<file path="src/rtl/pe_reduce_arbiter.sv">
`default_nettype none
// ============================================================================
// Module   : pe_reduce_arbiter
// Purpose  : Grants left/right VPEncoder staging buffers into the shared
//            PEReducer through one output register, bounds the bundles in
//            flight and pulses o_finish once the job has fully drained.
// Options  : PE_ARB_ROUND_ROBIN_EN selects round-robin instead of left-first.
// Revision : 1.0 - initial release
// ============================================================================
module pe_reduce_arbiter #(
  parameter int ADDR_W  = 7,
  parameter int LANES   = 3,
  parameter int DATA_W  = 16,
  parameter int CNT_W   = 10,
  parameter int MAX_OUT = 2
) (
  input  logic                         i_clk,
  input  logic                         i_rst,
  input  logic                         i_start,
  input  logic                         i_enc_finish,
  input  logic                         i_left_valid,
  input  logic                         i_right_valid,
  output logic                         o_left_ack,
  output logic                         o_right_ack,
  input  logic [LANES*3*ADDR_W-1:0]    i_left_addr,
  input  logic [LANES*3*ADDR_W-1:0]    i_right_addr,
  input  logic [LANES*DATA_W-1:0]      i_left_w,
  input  logic [LANES*DATA_W-1:0]      i_right_w,
  input  logic [LANES*DATA_W-1:0]      i_left_ia,
  input  logic [LANES*DATA_W-1:0]      i_right_ia,
  output logic                         o_red_valid,
  input  logic                         i_red_ready,
  output logic [LANES*3*ADDR_W-1:0]    o_red_addr,
  output logic [LANES*DATA_W-1:0]      o_red_w,
  output logic [LANES*DATA_W-1:0]      o_red_ia,
  input  logic                         i_red_done,
  output logic                         o_busy,
  output logic                         o_finish,
  output logic [CNT_W-1:0]             o_issue_cnt,
  output logic                         o_err
);

  localparam int c_AW    = LANES * 3 * ADDR_W;
  localparam int c_DW    = LANES * DATA_W;
  localparam int c_ACC_W = $clog2(MAX_OUT + 1);
  localparam logic [c_ACC_W:0] c_MAX_OUT = (c_ACC_W + 1)'(MAX_OUT);

  localparam logic [1:0] c_IDLE = 2'd0;
  localparam logic [1:0] c_RUN  = 2'd1;
  localparam logic [1:0] c_DONE = 2'd2;

  logic [1:0]         r_state;
  logic [1:0]         w_next_state;
  logic               w_run;
  logic               w_start_job;

  logic               r_red_valid;
  logic [c_AW-1:0]    r_red_addr;
  logic [c_DW-1:0]    r_red_w;
  logic [c_DW-1:0]    r_red_ia;
  logic [c_ACC_W-1:0] r_acc_cnt;
  logic [CNT_W-1:0]   r_issue_cnt;
  logic               r_err;
  logic               r_fin_seen;

  logic               w_accept;
  logic               w_done_ok;
  logic [c_ACC_W:0]   w_acc_sum;
  logic               w_slot_ok;
  logic               w_grant;
  logic               w_pick_right;

  // ---------------- FSM ----------------
  always_ff @(posedge i_clk or posedge i_rst) begin
    if (i_rst) r_state <= c_IDLE;
    else       r_state <= w_next_state;
  end

  always_comb begin
    w_next_state = r_state;
    case (r_state)
      c_IDLE: if (i_start) w_next_state = c_RUN;
      c_RUN:  if (r_fin_seen && !i_left_valid && !i_right_valid &&
                  !r_red_valid && (r_acc_cnt == '0))
                w_next_state = c_DONE;
      c_DONE: w_next_state = c_IDLE;
      default: w_next_state = c_IDLE;
    endcase
  end

  always_comb begin
    o_busy      = (r_state != c_IDLE);
    o_finish    = (r_state == c_DONE);
    w_run       = (r_state == c_RUN);
    w_start_job = (r_state == c_IDLE) && i_start;
  end

  // ---------------- grant ----------------
  // A same-cycle i_red_done is deliberately left out so acks never depend on it.
  assign w_accept  = r_red_valid & i_red_ready;
  assign w_done_ok = i_red_done & (r_acc_cnt != '0);
  assign w_acc_sum = {1'b0, r_acc_cnt} + {{c_ACC_W{1'b0}}, w_accept};
  assign w_slot_ok = (!r_red_valid || i_red_ready) && (w_acc_sum < c_MAX_OUT);
  assign w_grant   = w_run & (i_left_valid | i_right_valid) & w_slot_ok;

`ifdef PE_ARB_ROUND_ROBIN_EN
  logic r_ptr_right;

  assign w_pick_right = i_right_valid & (~i_left_valid | r_ptr_right);

  always_ff @(posedge i_clk or posedge i_rst) begin
    if (i_rst)            r_ptr_right <= 1'b0;
    else if (w_start_job) r_ptr_right <= 1'b0;
    else if (w_grant)     r_ptr_right <= ~w_pick_right;
  end
`else
  assign w_pick_right = i_right_valid & ~i_left_valid;
`endif

  assign o_left_ack  = w_grant & ~w_pick_right;
  assign o_right_ack = w_grant &  w_pick_right;

  // ---------------- output register ----------------
  always_ff @(posedge i_clk or posedge i_rst) begin
    if (i_rst) begin
      r_red_valid <= 1'b0;
      r_red_addr  <= '0;
      r_red_w     <= '0;
      r_red_ia    <= '0;
    end else if (w_grant) begin
      r_red_valid <= 1'b1;
      r_red_addr  <= w_pick_right ? i_right_addr : i_left_addr;
      r_red_w     <= w_pick_right ? i_right_w    : i_left_w;
      r_red_ia    <= w_pick_right ? i_right_ia   : i_left_ia;
    end else if (w_accept) begin
      r_red_valid <= 1'b0;
    end
  end

  // ---------------- job counters ----------------
  always_ff @(posedge i_clk or posedge i_rst) begin
    if (i_rst) begin
      r_acc_cnt   <= '0;
      r_issue_cnt <= '0;
      r_err       <= 1'b0;
      r_fin_seen  <= 1'b0;
    end else if (w_start_job) begin
      r_acc_cnt   <= '0;
      r_issue_cnt <= '0;
      r_err       <= 1'b0;
      r_fin_seen  <= i_enc_finish;
    end else begin
      case ({w_accept, w_done_ok})
        2'b10:   r_acc_cnt <= r_acc_cnt + c_ACC_W'(1);
        2'b01:   r_acc_cnt <= r_acc_cnt - c_ACC_W'(1);
        default: r_acc_cnt <= r_acc_cnt;
      endcase
      if (w_accept)                         r_issue_cnt <= r_issue_cnt + CNT_W'(1);
      if (i_red_done && (r_acc_cnt == '0))  r_err       <= 1'b1;
      if (w_run && i_enc_finish)            r_fin_seen  <= 1'b1;
    end
  end

  assign o_red_valid = r_red_valid;
  assign o_red_addr  = r_red_addr;
  assign o_red_w     = r_red_w;
  assign o_red_ia    = r_red_ia;
  assign o_issue_cnt = r_issue_cnt;
  assign o_err       = r_err;

endmodule
`default_nettype wire
</file>
<file path="config.mk">
export PLATFORM = sky130hd
export DESIGN_NAME = pe_reduce_arbiter
export DESIGN_NICKNAME = d
export VERILOG_FILES = /design/src/rtl/pe_reduce_arbiter.sv
export SDC_FILE = /design/constraint.sdc
export NUM_CORES = 1
export LEC_CHECK = 0
export CORE_AREA = 2 2 192 194
export CTS_BUF_LIST = sky130_fd_sc_hd__clkbuf_2
export CTS_CLUSTER_DIAMETER = 120
export DETAILED_ROUTE_END_ITERATION = 6
export DIE_AREA = 0 0 194 196
export PLACE_DENSITY = 0.58
export SETUP_SLACK_MARGIN = 0.15
export SLEW_MARGIN = 10
export SYNTH_ARGS = -nofsm -noshare
export SYNTH_HDL_FRONTEND = slang
export SYNTH_SLANG_ARGS = --single-unit
export TNS_END_PERCENT = 5
</file>
<file path="constraint.sdc">
create_clock -name i_clk -period 10.9 [get_ports i_clk]
set_input_delay 1.635 -clock i_clk [delete_from_list [all_inputs] [get_ports i_clk]]
set_output_delay 1.635 -clock i_clk [all_outputs]
set_load 0.02 [all_outputs]
</file>
-- Word level (Yosys, flattened, before mapping)
Cells that the tools add are included.
- logic and storage cells: 68
- output and inout port bits: 175
- input port bits: 326
- bits in registers: 176
- mux-type cells: 16
- reduce and logical (&&, ||, !) cells: 22
- $lt $le $gt $ge: 1
- equality and inequality tests: 6
- bitwise operators: 10
- $add $sub $neg: 4
- operators by type and width (operator ; number):
    $mux W48 ; 2
    $mux W63 ; 1
    $mux W10 ; 2
    $reduce_bool A2 Y1 ; 6
    $add A10 B1 Y10 const B ; 1
    $logic_and A1 B1 Y1 ; 8
    $pmux W2 S2 ; 2
    $and A1 B1 Y1 ; 7
    $mux W1 ; 6
    $mux W2 ; 3
    $eq A2 B1 Y1 const B ; 2
    $eq A2 B2 Y1 const B ; 2
    $logic_not A2 Y1 ; 2
    $add A2 B1 Y3 ; 1
    $logic_not A1 Y1 ; 3
    $lt A3 B2 Y1 const B ; 1
    $reduce_bool A3 Y1 ; 1
    $add A2 B1 Y2 const B ; 1
    $ne A2 B1 Y1 const B ; 1
    $ne A2 B2 Y1 const B ; 1
    $not A1 Y1 ; 2
    $reduce_and A2 Y1 ; 1
    $sub A2 B1 Y2 const B ; 1
    $logic_or A1 B1 Y1 ; 1
    $or A1 B1 Y1 ; 1

-- Logic depth before layout (Yosys ltp)
- word-level depth: 7
- depth in mapped cells: 6
- mapped depth without buffers: 5

-- Worst setup path after synthesis
Ideal clock, no wire load.
- path type: input -> output
- from: input port i_red_ready
- to: output port o_left_ack
- slack: 6.477 ns
- stages: 5
- arrival: 2.788 ns
- data required time: 9.265 ns
- cell sequence: nand2b_1 > a2111oi_4 > buf_2 > buf_2 > and2_1
- word-level cells in the longest chain between the ends: 6
- elaborated cells on any way between the ends: 7
- classes of those cells: 1 x add/sub; 1 x order compare; 3 x bitwise; 2 x reduce/logical
- RTL lines (what ; line ; text):
    from (decl) ; 32 ; input logic i_red_ready,
    $and A1 B1 Y1 ; 100 ; assign w_accept = r_red_valid & i_red_ready;
    $add A2 B1 Y3 ; 102 ; assign w_acc_sum = {1'b0, r_acc_cnt} + {{c_ACC_W{1'b0}}, w_accept};
    $lt A3 B2 Y1 ; 103 ; assign w_slot_ok = (!r_red_valid || i_red_ready) && (w_acc_sum < c_MAX_OUT);
    $logic_and A1 B1 Y1 (*) ; 103 ;
    $and A1 B1 Y1 (*) ; 104 ; assign w_grant = w_run & (i_left_valid | i_right_valid) & w_slot_ok;
    $and A1 B1 Y1 (*) ; 120 ; assign o_left_ack = w_grant & ~w_pick_right;
    to (decl) ; 23 ; output logic o_left_ack,
Mark *: on every way between the ends. The rest lies on a longest branch, timed or not.

-- Final worst setup path
Same ends and word-level chain as after synthesis.

==> results.cfg <==
[outcome]
status = completed

[placed_design]
dp_slack_ns = 4.64
io_buffer_count = 500
dp.cells = 1702
place_congestion = 0.795
hpwl_mm = 21.5

[job]
maxCapViolations = 0

[yosys]
synth_compound_area_frac = 0.110
ys_ff_latch = 176
synthMuxAreaShare = 0.198
syn-num-nets = 1108
synth-seq-area-share = 0.545
synth-edff-count = 0
avgSynthCellArea_sq_um = 10.3
async_flop_share = 1.00
synthesis.area_sq_um = 8080
synth.distinct_cells = 28
yosys.area_share.simple = 0.103
synth_cells = 781
synth_xor_area_frac = 0.00975
synth_fa_ha_area_frac = 0.00155
ys.flop_type = dfrtp_1
yosys_warnings = 0
synth_top_family_by_area = multiplexers

[clocking]
cts.path.max_buffers = 2
cts_tree = built
root_buffer = clkbuf_2
cts.sinks = 176
cts_hold_buf = 0
htreeDepth = 4
post_cts_buffers = 0
post_cts_resized = 0
clk_pin_slew_ns = 0.24
cts-buffers-inserted = 17
clock_latency_ns = 0.83

[worst_setup_path]
required_ns = 9.27
cp_max_fo = 161
cp.arrival_ns = 4.66
critPathKind = in2out
end_kind = output port
startpoint_type = primary input

[power_and_ir_drop]
p_seq_frac = 0.347
p_int_mw = 1.88
leakagePower_nw = 6.08
pwr-share-clk = 0.098
p_switching_mw = 1.39
switching_share = 0.426
power.density_nw_per_um2 = 239
vdd_drop_max_v = 0.000144
pwr-share-comb = 0.556

[die]
ios = 501
die_h_um = 196
fp.dieW_um = 194
initial_core_util = 0.224
die-area_sq_um = 38000
coreArea_sq_um = 36100
rows = 70

[global_routing]
grtUsageMet2 = 0.254
grt_util_met1 = 0.171
grt_pass1_wl_mm = 42.7
grt_most_used_layer = met2
use_met3 = 0.0514
overflow = 0
grt_pass1_vias = 7200
grtUsageTotal = 0.146
grt_max_degree = 162
antenna_found_initial = 1

[sta]
slew_viol_final = 0
min_period_ns = 6.29
max_slew_margin = 0.243
tns_ns = 0
fmax_mhz = 159
hold_viol_final = 0
holdWs_ns = 0.532
skew_ns = 0.0443
finalSetupViolCount = 0
worst_pin_slew_ns = 1.14
rsz0062_at_grt = false
fin_crit_sh = 0.577
setup_slack_ns = 4.61

[final_layout]
fin_nets = 1580
stdcell_count = 1735
final_common_cell = clkdlybuf4s50_1
multi_input_area_sq_um = 3420
drive_above_1_share = 0.0332
nFillCells = 3678
area_growth_pct = 69.6
layout_common_cells = clkdlybuf4s50_1 (500), nor2_1 (178), dfrtp_1 (176), a21oi_1 (164), mux2i_1 (160)
ff_latch_area_sq_um = 4400

[detailed_routing]
wl_per_cell_um = 16.4
via_per_inst = 4.26
via_count = 7390
drc_errors = 0
finalWirelength_mm = 28.4
postRouteAntennaNets = 0
firstDrtPassIters = 4
drt_iter0_drc = 200

[min_path]
hold_path.class = reg2reg
==> power groups by stage <==
stage	combinational, mW	clock [mW]	sequential, mW
global route	1.95	0.372	1.18
global placement	1.83	0	1.14
finish	1.82	0.320	1.13
detailed placement	1.85	0	1.15
floorplan	0.589	0	1.50
CTS	1.85	0.349	1.14
==> state kept, by name, summed over array words and instances, names as in the netlist <==
| register | cells |
|---|---|
| o_red_ia | 48 |
| o_red_addr | 63 |
| r_state | 2 |
| o_err | 1 |
| r_fin_seen | 1 |
| r_acc_cnt | 2 |
| o_red_w | 48 |
| o_issue_cnt | 10 |
| o_red_valid | 1 |
==> critical path, stage by stage <==
cell	delay, ns
clkdlybuf4s50_1	0.58
nand2b_1	0.13
a2111oi_4	0.34
buf_4	0.46
buf_12	0.46
and2_1	0.24
clkdlybuf4s50_1	0.61
==> stage by stage <==
step	total power, mW	utilization	instance area [sq um]
final	3.27	0.380	13700
after floorplan	2.09	-	8080
after global placement	2.97	0.374	13500
after CTS	3.34	0.380	13700
after global routing	3.50	0.380	13700
after detailed placement	3.00	0.374	13500
==> synth_stat cells (3+ instances only) <==
cell type | n | area, sq um
xor2_1 | 9 | 78.8
mux2i_1 | 160 | 1600
buf_1 | 5 | 18.8
a21oi_1 | 164 | 821
inv_1 | 3 | 11.3
buf_2 | 36 | 180
nor2_1 | 178 | 668
clkbuf_1 | 15 | 56.3
dfrtp_1 | 176 | 4400
nand2_1 | 7 | 26.3
nand3_1 | 5 | 25.0
nand2b_1 | 3 | 18.8
and4_1 | 3 | 26.3
==> kinds of logic after synthesis <==
| group | after synthesis |
|---|---|
| muxes | 160 |
| buffers and inverters | 59 |
| xor gates and xnor gates | 9 |
| DFF | 176 |
| adders and majority gates | 1 |
| and+or+nand+nor | 206 |
| AOI/OAI and AO/OA | 170 |
==> layer usage <==
layer | vias to the layer above | wire length [um]
li1 | 3647 | -
met1 | 3447 | 11500
met2 | 276 | 14300
met3 | 20 | 2130
met4 | 0 | 350
met5 | - | 0
==> path summary, 6_finish.rpt <==
| kind | to | slack, ns | startpoint | depth (start not counted) |
|---|---|---|---|---|
| max reg2reg | o_red_ia[42] | 8.08 | r_acc_cnt[0] | 6 |
| max | o_left_ack | 4.61 | i_red_ready | 7 |
| min in group asynchronous | o_red_addr[1] | 1.22 | i_rst | 2 |
| max in group asynchronous | o_red_addr[41] | 8.42 | i_rst | 3 |
| min reg2reg | r_state[0] | 0.53 | r_state[1] | 1 |
| min | r_state[0] | 0.53 | r_state[1] | 1 |
==> cell type report <==
cell class	count	area share
repair buffers	509	0.371
flip-flops and latches	176	0.321
multi-input cells	546	0.249
well taps	468	0.0427
clock buffers	21	0.00767
clock inverters	11	0.00666
inverters	3	0.00119
diodes	1	0.000183
No activity file was read; power rests on OpenSTA's default activity.
